`config.mk`:
```
export PLATFORM = sky130hd
export DESIGN_NAME = playlist_sequencer_flat
export DESIGN_NICKNAME = d
export VERILOG_FILES = /design/src/rtl/playlist_sequencer_if.sv /design/src/rtl/playlist_sequencer.sv /design/src/flat_wrapper.sv
export SDC_FILE = /design/constraint.sdc
export NUM_CORES = 1
export LEC_CHECK = 0
export ABC_AREA = 1
export CAP_MARGIN = 40
export CELL_PAD_IN_SITES_DETAIL_PLACEMENT = 1
export CELL_PAD_IN_SITES_GLOBAL_PLACEMENT = 1
export CORE_AREA = 2 2 94 96
export DETAILED_ROUTE_END_ITERATION = 8
export DIE_AREA = 0 0 96 98
export GPL_TIMING_DRIVEN = 0
export PLACE_DENSITY_LB_ADDON = 0.15
export SYNTH_ARGS = -nofsm -noshare
export SYNTH_HDL_FRONTEND = slang
export SYNTH_SLANG_ARGS = --single-unit
```
`constraint.sdc`:
```
create_clock -name clk -period 1.93 [get_ports clk]
set_input_delay 0.2895 -clock clk [delete_from_list [all_inputs] [get_ports clk]]
set_output_delay 0.2895 -clock clk [all_outputs]
set_load 0.05 [all_outputs]
```
`src/rtl/playlist_sequencer_if.sv`:
```
// Button/switch inputs and player-control outputs of the playlist sequencer.
// The slave modport is the sequencer's view; master is the board/bench side.
interface playlist_sequencer_if #(
  parameter int unsigned SONG_W = 4
);
  logic              next_btn;
  logic              prev_btn;
  logic              play_btn;
  logic              loop_en;
  logic              song_done;
  logic [SONG_W-1:0] song_number;
  logic              player_en;
  logic              player_restart;
  logic [1:0]        state_out;

  modport master (
    output next_btn, prev_btn, play_btn, loop_en, song_done,
    input  song_number, player_en, player_restart, state_out
  );

  modport slave (
    input  next_btn, prev_btn, play_btn, loop_en, song_done,
    output song_number, player_en, player_restart, state_out
  );
endinterface

```
`src/rtl/playlist_sequencer.sv`:
```
// Song selection and play/pause/auto-advance control for the song player,
// with an inter-song silent gap and synchronized, edge-detected buttons.
module playlist_sequencer #(
  parameter int unsigned TOTAL_SONGS = 3,
  parameter int unsigned SONG_W      = 4,
  parameter int unsigned GAP_CYCLES  = 50_000_000
) (
  input logic                  clk,
  input logic                  reset,
  playlist_sequencer_if.slave  bus
);
  localparam int unsigned CNT_W = $clog2(GAP_CYCLES + 1);
  localparam logic [SONG_W-1:0] LastSong = SONG_W'(TOTAL_SONGS - 1);
  localparam logic [CNT_W-1:0]  GapLoad  = CNT_W'(GAP_CYCLES - 1);

  typedef enum logic [1:0] {
    StIdle  = 2'd0,
    StPlay  = 2'd1,
    StPause = 2'd2,
    StGap   = 2'd3
  } state_e;

  state_e            state_q, state_d;
  logic [SONG_W-1:0] song_q, song_d;
  logic [CNT_W-1:0]  cnt_q, cnt_d;
  logic              restart_q, restart_d;
  logic              en_q;

  // Per button: [0] first sync stage, [1] second stage, [2] delayed copy for edge detect.
  logic [2:0] next_sync_q, prev_sync_q, play_sync_q;

  logic              next_ev, prev_ev, play_ev;
  logic              sc;
  logic [SONG_W-1:0] sc_song;

  assign next_ev = next_sync_q[1] & ~next_sync_q[2];
  assign prev_ev = prev_sync_q[1] & ~prev_sync_q[2];
  assign play_ev = play_sync_q[1] & ~play_sync_q[2];

  // A song change exists only if it actually moves the index.
  always_comb begin
    sc      = 1'b0;
    sc_song = song_q;
    if (next_ev && !prev_ev) begin
      if (song_q == LastSong) begin
        if (bus.loop_en) begin
          sc      = 1'b1;
          sc_song = '0;
        end
      end else begin
        sc      = 1'b1;
        sc_song = song_q + SONG_W'(1);
      end
    end else if (prev_ev && !next_ev) begin
      if (song_q == '0) begin
        if (bus.loop_en) begin
          sc      = 1'b1;
          sc_song = LastSong;
        end
      end else begin
        sc      = 1'b1;
        sc_song = song_q - SONG_W'(1);
      end
    end
  end

  always_comb begin
    state_d   = state_q;
    song_d    = song_q;
    cnt_d     = cnt_q;
    restart_d = 1'b0;
    unique case (state_q)
      StIdle: begin
        if (sc) begin
          song_d = sc_song;
        end else if (play_ev) begin
          state_d   = StPlay;
          restart_d = 1'b1;
        end
      end
      StPlay: begin
        if (sc) begin
          song_d    = sc_song;
          restart_d = 1'b1;
        end else if (play_ev) begin
          state_d = StPause;
        end else if (bus.song_done) begin
          if (song_q == LastSong && !bus.loop_en) begin
            state_d = StIdle;
          end else begin
            song_d  = (song_q == LastSong) ? '0 : song_q + SONG_W'(1);
            cnt_d   = GapLoad;
            state_d = StGap;
          end
        end
      end
      StPause: begin
        if (sc) begin
          song_d    = sc_song;
          restart_d = 1'b1;
        end else if (play_ev) begin
          state_d = StPlay;
        end
      end
      StGap: begin
        if (sc) begin
          song_d    = sc_song;
          state_d   = StPlay;
          restart_d = 1'b1;
        end else if (play_ev) begin
          state_d = StIdle;
        end else if (cnt_q == '0) begin
          state_d   = StPlay;
          restart_d = 1'b1;
        end else begin
          cnt_d = cnt_q - CNT_W'(1);
        end
      end
      default: ;
    endcase
  end

  always_ff @(posedge clk or posedge reset) begin
    if (reset) begin
      state_q     <= StIdle;
      song_q      <= '0;
      cnt_q       <= '0;
      restart_q   <= 1'b0;
      en_q        <= 1'b0;
      next_sync_q <= '0;
      prev_sync_q <= '0;
      play_sync_q <= '0;
    end else begin
      state_q     <= state_d;
      song_q      <= song_d;
      cnt_q       <= cnt_d;
      restart_q   <= restart_d;
      en_q        <= (state_d == StPlay);
      next_sync_q <= {next_sync_q[1:0], bus.next_btn};
      prev_sync_q <= {prev_sync_q[1:0], bus.prev_btn};
      play_sync_q <= {play_sync_q[1:0], bus.play_btn};
    end
  end

  assign bus.song_number    = song_q;
  assign bus.player_en      = en_q;
  assign bus.player_restart = restart_q;
  assign bus.state_out      = state_q;
endmodule

```
`src/flat_wrapper.sv`:
```
// flat-port wrapper written by rule: the top's interface ports become plain ports
module playlist_sequencer_flat 
#(
  parameter int unsigned TOTAL_SONGS = 3,
  parameter int unsigned SONG_W      = 4,
  parameter int unsigned GAP_CYCLES  = 50_000_000
)
  (clk, reset, bus_next_btn, bus_prev_btn, bus_play_btn, bus_loop_en, bus_song_done, bus_song_number, bus_player_en, bus_player_restart, bus_state_out);
  playlist_sequencer_if #(.SONG_W(SONG_W)) bus_i ();
  input logic clk;
  input logic reset;
  input wire logic [$bits(bus_i.next_btn)-1:0] bus_next_btn;
  input wire logic [$bits(bus_i.prev_btn)-1:0] bus_prev_btn;
  input wire logic [$bits(bus_i.play_btn)-1:0] bus_play_btn;
  input wire logic [$bits(bus_i.loop_en)-1:0] bus_loop_en;
  input wire logic [$bits(bus_i.song_done)-1:0] bus_song_done;
  output wire logic [$bits(bus_i.song_number)-1:0] bus_song_number;
  output wire logic [$bits(bus_i.player_en)-1:0] bus_player_en;
  output wire logic [$bits(bus_i.player_restart)-1:0] bus_player_restart;
  output wire logic [$bits(bus_i.state_out)-1:0] bus_state_out;
  assign bus_i.next_btn = bus_next_btn;
  assign bus_i.prev_btn = bus_prev_btn;
  assign bus_i.play_btn = bus_play_btn;
  assign bus_i.loop_en = bus_loop_en;
  assign bus_i.song_done = bus_song_done;
  assign bus_song_number = bus_i.song_number;
  assign bus_player_en = bus_i.player_en;
  assign bus_player_restart = bus_i.player_restart;
  assign bus_state_out = bus_i.state_out;
  playlist_sequencer #(.TOTAL_SONGS(TOTAL_SONGS), .SONG_W(SONG_W), .GAP_CYCLES(GAP_CYCLES)) u_core (.clk(clk), .reset(reset), .bus(bus_i));
endmodule
```
==> impl_metrics.tcl, run 1 <==
set metrics [dict create \
    leakage_nw 1.75 \
    crit_required_ps 2120 \
    netlist_area_sq_um 3050 \
    clock_latency_ps 300 \
    seqPwrFrac 0.313 \
    synth_warnings 0 \
    dr.pass1.iters 4 \
    postRouteAntennaNets 0 \
    max_cap_viol_count 0 \
    async_flop_share 1.00 \
    path_max_fanout 10 \
    drt_iter0_drc 92 \
    rr_endpoint "u_core.cnt_q[13]$_DFFE_PP0P_" \
    power.net_switching_mw 2.57 \
    cts_tree "yes" \
    grt_pass1_wl_um 14700 \
    area_delta_synth_final_pct 20.6 \
    r2r_cells 12 \
    die_h_um 98 \
    clock-sinks 43 \
    nets 495 \
    clock_skew_ps 11.9 \
    drive_gt1_frac 0.215 \
    tightest_slew_ps 613 \
    vias_per_cell 4.94 \
    yosysUniqueCellTypes 31 \
    post-dp-hpwl_um 6340 \
    wirelength_um 8690 \
    wl_per_cell_um 14.8 \
    internal_power_mw 2.60 \
    synthesis.nets 456 \
    end_kind "register" \
    grt_usage 0.197 \
    crit_path_end "u_core.cnt_q[13]$_DFFE_PP0P_" \
    synthTopCellsByArea "dfrtp_1 35%, nand2_1 14%, nand3_1 11%, nor2_1 7.6%, inv_1 6.0%" \
    hold_buffers 0 \
    antenna_found_initial 0 \
    num_vias 2905 \
    finalSetupTns_ps 0 \
    grt_pass1_vias 3019 \
    synthCells 440 \
    fin_util 0.434 \
    crit_start "u_core.bus.song_number[0]$_DFFE_PP0P_" \
    synth_edf_count 0 \
    slew_violations 0 \
    finalCritPeriodShare 0.954 \
    setup_slack_ps 87.9 \
    max-vdd-ir-drop_mv 0.501 \
    pwr-share-clk 0.113 \
    final_common_cell "nand2_1" \
    clock_path_buffers 2 \
    hold_path_class "primary input to async pin" \
    fmax_mhz 543 \
    antenna_cells 0 \
    start_util 0.360 \
    io_buffers 14 \
    crit_arrival_ps 2030 \
    outcome "complete, no violations" \
    yosysTopAreaCellShare 0.353 \
    finalSetupViolations 0 \
    synthFlopType "dfrtp_1" \
    cts.reportedPaths.clkPinSlew_ps 90 \
    grt-ovfl-total 0 \
    post-route-drc-count 0 \
    powerDensity_nw_per_um2 1410 \
    yosys.area.top_type "dfrtp_1" \
    syn_area_per_cell_sq_um 6.92 \
    power_mw 5.17 \
    rr_startpoint "u_core.bus.song_number[0]$_DFFE_PP0P_" \
    rrSetupSlack_ps 90 \
    switching_share 0.497 \
    p_comb_frac 0.574 \
    hold_violations 0 \
    dieArea_sq_um 9410 \
    mostFrequentLayoutCells "112 x nand2_1, 65 x nand3_1, 54 x nor2_1" \
    gp_congestion 0.867 \
    cts_buffers 5 \
    synth_seq_cells 43 \
    ioPinCount 15 \
    coreArea_sq_um 8470 \
    clock-root-buffer "clkbuf_8" \
    grt_max_degree 24 \
    num_rows 34 \
    htree_levels 2 \
    post-route-min-period_ps 1840 \
    rsz0062_at_grt "true" \
    dpl_worst_slack_ps -193 \
    timing.slew.headroom 0.592 \
    synth_seq_area_share 0.353 \
    startpoint_type "register" \
    crit_type "register to register" \
    die_w_um 96 \
]
==> metal layers <==
metal	GRT usage	vias to the layer above	routed length [um]
li1	-	1460	-
met1	0.253	1414	3950
met2	0.351	23	4490
met3	0.0239	8	158
met4	0.0396	0	93
met5	0	-	0
==> worst max-delay path, stage by stage, from the launching register on <==
cell and delay (ps):
dfrtp_2 430, inv_2 100, ha_2 200, nand3_2 100
nand2_4 110, nand2_4 90, nor2_4 170, nand2_4 80
nand2_8 100, nand2_8 90, buf_12 160, nand2_2 50
nand2_1 50
==> cells by family (layout without fill, tap and decap cells) <==
| logic type | after synthesis | after routing | share of synthesized area |
|---|---|---|---|
| DFF | 43 | 43 | 0.353 |
| AOI/OAI and AO/OA | 21 | 21 | 0.0423 |
| and+or+nand+nor | 299 | 299 | 0.464 |
| xor gates and xnor gates | 5 | 5 | 0.0144 |
| buffers and inverters | 63 | 103 | 0.0891 |
| adders and majority gates | 9 | 9 | 0.0370 |
==> state kept, by name, summed over array words and instances, names as in the netlist <==
name,cells
u_core.bus.player_en,1
u_core.bus.player_restart,1
u_core.bus.song_number,4
u_core.bus.state_out,2
u_core.cnt_q,26
u_core.next_sync_q,3
u_core.play_sync_q,3
u_core.prev_sync_q,3
==> synthesized netlist by cell type (2+ instances only) <==
library cell / number
nand2_2: 23
nand3_1: 67
buf_4: 3
nand4_1: 5
nand3_2: 2
ha_1: 9
clkinv_1: 4
o211ai_1: 2
xor2_1: 5
nor3_1: 3
nor2_1: 62
clkbuf_1: 3
nand2_4: 2
or2_2: 8
nand3b_1: 4
buf_8: 2
nand2_8: 2
o21ai_0: 10
nand2_1: 114
a21oi_1: 6
nor2_4: 4
dfrtp_1: 43
inv_1: 49
==> final cells by class <==
type | instances | area [sq um]
Multi-Input combinational cell | 334 | 1780
Buffer | 8 | 78.8
Clock inverter | 3 | 15.0
Fill cell | 1088 | 4790
Clock buffer | 5 | 68.8
Tap cell | 108 | 135
Sequential cell | 43 | 1080
Timing Repair Buffer | 33 | 310
Inverter | 54 | 203
==> per-stage QoR <==
step	instance area (sq um)	hold WS, ps	cells
after floorplan	3050	321	440
after global placement	3330	332	562
after detailed placement	3350	339	563
after CTS	3500	356	577
after global routing	3670	362	588
final	3670	344	588
==> how the worst min path moves through the flow <==
stage	cells past startpoint	slack, ps	endpoint	from
floorplan	0	320	u_core.next_sync_q[0]$_DFF_PP0_	bus_next_btn
global placement	0	330	u_core.next_sync_q[1]$_DFF_PP0_	u_core.next_sync_q[0]$_DFF_PP0_
detailed placement	0	340	u_core.play_sync_q[1]$_DFF_PP0_	u_core.play_sync_q[0]$_DFF_PP0_
CTS	2	360	u_core.prev_sync_q[1]$_DFF_PP0_	reset
global route	0	360	u_core.play_sync_q[1]$_DFF_PP0_	u_core.play_sync_q[0]$_DFF_PP0_
finish	2	340	u_core.play_sync_q[1]$_DFF_PP0_	reset
==> power by group through the flow <==
stage	sequential (mW)	clock (mW)	combinational (mW)
6_report	1.62	0.585	2.96
5_1_grt	1.68	0.649	3.33
4_1_cts	1.61	0.617	2.79
3_5_place_dp	1.64	0	2.64
3_3_place_gp	1.63	0	2.56
2_1_floorplan	1.80	0	1.72
==> repair_timing <==
| item | 4_1_cts | 5_1_grt |
|---|---|---|
| setup endpoints to repair | 33 | 32 |
| pin swaps | 2 | 3 |
| gates resized for setup | 7 | 29 |
| buffers inserted | 7 | 11 |
Power figures use the tool's default switching activity.
==> run 2: changes to the inputs <==
CORE_AREA = 2 2 132 70   (was 2 2 94 96)
DIE_AREA = 0 0 134 72   (was 0 0 96 98)
PLACE_DENSITY_LB_ADDON = 0.1   (was 0.15)
==> run 2 against run 1 <==
Against the previous run:
- register-to-register slack barely moved
- wire length rose by 11%
- maximum frequency rose by 0.12%
- die area increased by 2.6%
- hold slack lost 16 ps
==> impl_metrics.tcl, run 2 (same netlist as run 1, synthesis figures left out) <==
set metrics [dict create \
    outcome "complete, no violations" \
    area_delta_synth_final_pct 22.0 \
    grt_usage 0.216 \
    clock_skew_ps 6.64 \
    timing.slew.headroom 0.545 \
    finalSetupViolations 0 \
    wl_per_cell_um 16.2 \
    num_vias 2909 \
    die_h_um 72 \
    slew_violations 0 \
    dpl_worst_slack_ps -259 \
    clock_latency_ps 290 \
    fmax_mhz 544 \
    cts_tree "yes" \
    finalCritPeriodShare 0.953 \
    rsz0062_at_grt "true" \
    path_max_fanout 10 \
    finalInstanceArea_sq_um 3720 \
    clock-root-buffer "clkbuf_16" \
    antenna_cells 0 \
    grt_max_degree 26 \
    postRouteAntennaNets 0 \
    power_mw 5.50 \
    instances_no_fill 592 \
    max-vdd-ir-drop_mv 0.530 \
    whs_ps 328 \
    start_util 0.361 \
    final_common_cell "nand2_1" \
    crit_type "register to register" \
    drt_iter0_drc 149 \
    post-route-drc-count 0 \
    hold_violations 0 \
    cts.reportedPaths.clkPinSlew_ps 70 \
    wirelength_um 9610 \
    leakage_nw 1.74 \
    die_w_um 134 \
    mostFrequentLayoutCells "112 x nand2_1, 67 x nand3_1, 52 x nor2_1" \
    htree_levels 2 \
    clock_path_buffers 2 \
    place_area_sq_um 3360 \
    num_rows 24 \
    dieArea_sq_um 9650 \
    post-route-min-period_ps 1840 \
    coreArea_sq_um 8440 \
    crit_arrival_ps 2020 \
    io_buffers 14 \
    antenna_found_initial 0 \
    post-place-cells 572 \
    crit_required_ps 2110 \
    gp_congestion 0.847 \
    clock-sinks 43 \
    dr.pass1.iters 5 \
    powerDensity_nw_per_um2 1480 \
    cts_buffers 5 \
    drive_gt1_frac 0.208 \
    vias_per_cell 4.91 \
    nets 490 \
    hold_buffers 0 \
    tightest_slew_ps 683 \
    grt_pass1_wl_um 15900 \
    post-dp-hpwl_um 7260 \
    setup_slack_ps 90.1 \
    ioPinCount 15 \
    end_kind "register" \
    grt-ovfl-total 0 \
    largest_register_ffs 26 \
    grt_pass1_vias 2883 \
    max_cap_viol_count 0 \
    startpoint_type "register" \
    hold_path_class "primary input to async pin" \
    top_register "u_core.cnt_q" \
]
==> run 2: cell types whose count changed in the layout (fill, tap and decap cells not counted), moves of 3 or more <==
cell       before  now
clkbuf_8        5    0
buf_4          21   14
clkbuf_16       0    5
nand3_2         4    1
==> run 2: path summary, 6_finish.rpt <==
| check | startpoint | depth (start not counted) | end | slack (ps) |
|---|---|---|---|---|
| hold reg to reg | u_core.play_sync_q[0]$_DFF_PP0_ | 0 | u_core.play_sync_q[1]$_DFF_PP0_ | 350 |
| max in group asynchronous | reset | 3 | u_core.bus.state_out[1]$_DFF_PP0_ | 1090 |
| setup reg to reg | u_core.bus.song_number[0]$_DFFE_PP0P_ | 11 | u_core.cnt_q[5]$_DFFE_PP0P_ | 90 |
| setup / recovery | u_core.bus.song_number[0]$_DFFE_PP0P_ | 11 | u_core.cnt_q[5]$_DFFE_PP0P_ | 90 |
| min in group clk | u_core.play_sync_q[0]$_DFF_PP0_ | 0 | u_core.play_sync_q[1]$_DFF_PP0_ | 350 |
| hold / removal | reset | 2 | u_core.cnt_q[11]$_DFFE_PP0P_ | 330 |
==> run 2: critical path: stages, from the launching register on <==
cell and delay [ps]:
dfrtp_2 440, inv_4 90, ha_2 210, nand3_4 100, nand2_1 80, clkinv_1 130, nand3_2 120, o22ai_4 70
buf_12 150, buf_4 180, nand3_1 90, nand2_1 60
==> run 2: area by class of cell <==
class,count,area (sq um)
Clock buffer,5,125
Multi-Input combinational cell,334,1780
Clock inverter,3,20.0
Fill cell,1056,4720
Tap cell,117,146
Timing Repair Buffer,28,277
Sequential cell,43,1080
Inverter,54,205
Buffer,8,82.6
==> run 2: repair_timing <==
item,CTS,global route
endpoints found under the setup margin,36,31
setup buffers,5,8
resized for setup,17,23
pin swaps,3,7
gates cloned,0,0
==> run 2: metal layers <==
metal,GRT usage,wire [um],vias up
li1,-,-,1459
met1,0.350,5440,1407
met2,0.296,3710,38
met3,0.0356,395,5
met4,0.0390,54,0
met5,0,0,-
==> run 2: where the power goes <==
part	switching (mW)	internal, mW
sequential	0.453	1.21
clock	0.381	0.477
combinational	1.87	1.11
total	2.70	2.80
==> run 2: through the flow <==
| stage | setup TNS [ps] | utilization |
|---|---|---|
| detailed placement | -6160 | 0.398 |
| global route | -24.4 | 0.441 |
| global placement | -24370 | 0.396 |
| finish | 0 | 0.441 |
| floorplan | 0 | - |
| CTS | 0 | 0.423 |
==> run 3: changes to the inputs <==
PLACE_DENSITY = 0.65   (was unset)
PLACE_DENSITY_LB_ADDON = unset   (was 0.1)
==> run 3 against run 2 <==
Against the previous run:
- utilization rose by 1.2 points
- global-route usage rose by 0.51 points
- highest routed layer unchanged
- combinational power rose by 6%
- clock-buffer cell count did not move
- clock skew fell by 1.3 ps
- critical endpoint is now u_core.cnt_q[8]$_DFFE_PP0P_
- flip-flop and latch count did not move
- setup slack got worse by 12 ps
- total power rose by 3.7%
- sequential share of layout area fell by 0.67 points
==> impl_metrics.tcl, run 3 (same netlist as run 1, synthesis figures left out) <==
set metrics [dict create \
    drive_gt1_frac 0.248 \
    coreArea_sq_um 8440 \
    fmax_mhz 540 \
    path_max_fanout 10 \
    post-route-min-period_ps 1850 \
    grt_max_degree 28 \
    crit_arrival_ps 2030 \
    rsz0062_at_grt "true" \
    crit_top_cell "nand2_4" \
    slew_violations 0 \
    internal_power_mw 2.89 \
    clock_latency_ps 290 \
    grt_pass1_vias 2972 \
    finalCritPeriodShare 0.959 \
    max_cap_viol_count 0 \
    htree_levels 2 \
    setup_slack_ps 78.4 \
    critPathMaxStageDelay_ps 450 \
    post-route-drc-count 0 \
    grt_pass1_wl_um 16100 \
    cp_slowest_cell "dfrtp_2" \
    dr.pass1.iters 4 \
    largest_register_ffs 26 \
    clock_skew_ps 5.30 \
    pwr-share-clk 0.151 \
    postRouteAntennaNets 0 \
    post-dp-hpwl_um 7360 \
    wl_per_cell_um 16.6 \
    antenna_cells 0 \
    num_rows 24 \
    tightest_slew_ps 708 \
    grt-ovfl-total 0 \
    finalSetupViolations 0 \
    startpoint_type "register" \
    dieArea_sq_um 9650 \
    cts_tree "yes" \
    clock_path_buffers 2 \
    clock-sinks 43 \
    ioPinCount 15 \
    leakage_nw 1.78 \
    drt_iter0_drc 182 \
    area_delta_synth_final_pct 25.5 \
    grt_usage 0.221 \
    wirelength_um 9980 \
    mostFrequentLayoutCells "112 x nand2_1, 66 x nand3_1, 48 x nor2_1" \
    fin_util 0.453 \
    crit_path_cell_trace "inv_4, ha_2, nand3_2, nand2_4, nand2_4, nor2_4, nand2_4, nand2_8, nand2_8, buf_8, nand2_2, nand2_1" \
    die_w_um 134 \
    end_kind "register" \
    seqPwrFrac 0.293 \
    final_common_cell "nand2_1" \
    cts.reportedPaths.clkPinSlew_ps 70 \
    cts_buffers 5 \
    crit_required_ps 2110 \
    num_vias 2957 \
    crit_type "register to register" \
    switching_share 0.494 \
    outcome "complete, no violations" \
    power.net_switching_mw 2.82 \
    dpl_worst_slack_ps -266 \
    io_buffers 14 \
    hold_violations 0 \
    die_h_um 72 \
    clock-root-buffer "clkbuf_16" \
    place_area_sq_um 3360 \
    hold_path_class "primary input to async pin" \
    nets 498 \
    p_comb_frac 0.555 \
    finalInstanceArea_sq_um 3820 \
    gp_congestion 0.822 \
    timing.slew.headroom 0.528 \
    powerDensity_nw_per_um2 1490 \
    antenna_found_initial 0 \
    vias_per_cell 4.93 \
    start_util 0.361 \
    top_register "u_core.cnt_q" \
    max-vdd-ir-drop_mv 0.566 \
]
## run 3: cell types whose count changed in the layout (fill, tap and decap cells not counted), moves of 2 or more
cell and change:
dfrtp_1 -4, inv_2 +2, nor2_1 -4, dfrtp_2 +4, nand2_4 +2, nor2_4 +4, nand3_2 +2, inv_1 -2
buf_4 +8
## run 3: path summary, 6_finish.rpt
check	startpoint	to	slack [ps]	depth (start not counted)
max in group asynchronous	reset	u_core.bus.song_number[0]$_DFFE_PP0P_	1120	3
worst min-delay path	reset	u_core.cnt_q[11]$_DFFE_PP0P_	310	2
worst max register to register	u_core.bus.song_number[0]$_DFFE_PP0P_	u_core.cnt_q[8]$_DFFE_PP0P_	80	12
worst max-delay path	u_core.bus.song_number[0]$_DFFE_PP0P_	u_core.cnt_q[8]$_DFFE_PP0P_	80	12
min in group clk	u_core.next_sync_q[0]$_DFF_PP0_	u_core.next_sync_q[1]$_DFF_PP0_	360	0
worst min register to register	u_core.next_sync_q[0]$_DFF_PP0_	u_core.next_sync_q[1]$_DFF_PP0_	360	0
## run 3: metal layers
| layer | track usage | vias to the layer above | wire (um) |
|---|---|---|---|
| li1 | - | 1478 | - |
| met1 | 0.347 | 1422 | 5120 |
| met2 | 0.299 | 51 | 3970 |
| met3 | 0.0510 | 6 | 813 |
| met4 | 0.0556 | 0 | 82 |
| met5 | 0 | - | 0 |
## run 3: final cells by class
class,instances,area (sq um)
Inverter,54,205
Tap cell,117,146
Timing Repair Buffer,35,324
Clock inverter,3,20.0
Multi-Input combinational cell,335,1830
Fill cell,1078,4620
Clock buffer,5,125
Buffer,8,77.6
Sequential cell,43,1090
## run 3: power groups by stage
| stage | clock network (mW) | logic [mW] | registers, mW |
|---|---|---|---|
| after floorplan | 0 | 1.72 | 1.80 |
| after global placement | 0 | 2.62 | 1.64 |
| after detailed placement | 0 | 2.73 | 1.65 |
| after CTS | 0.888 | 2.88 | 1.65 |
| after global routing | 0.928 | 3.54 | 1.74 |
| final | 0.864 | 3.17 | 1.67 |
## run 3: critical path, delay by kind of cell (launching register included)
| kind | cells | cell delay (ps) |
|---|---|---|
| DFF | 1 | 450 |
| buffers and inverters | 2 | 250 |
| and+or+nand+nor | 9 | 850 |
| adders and majority gates | 1 | 190 |
## run 3: timing repair
action	CTS	global route
cloned	0	1
buffers inserted	7	13
endpoints found under the setup margin	36	32
pin swaps	3	7
resized for setup	15	41
hold buffers	0	0
## run 3: stage by stage
stage                     setup TNS, ps  cells  hold WS (ps)  power [mW]
after floorplan                       0    440           321        3.53
after global placement           -22860    571           334        4.26
after detailed placement          -6630    572           339        4.38
after CTS                             0    586           314        5.41
after global routing              -88.8    600           328        6.21
final                                 0    600           308        5.71
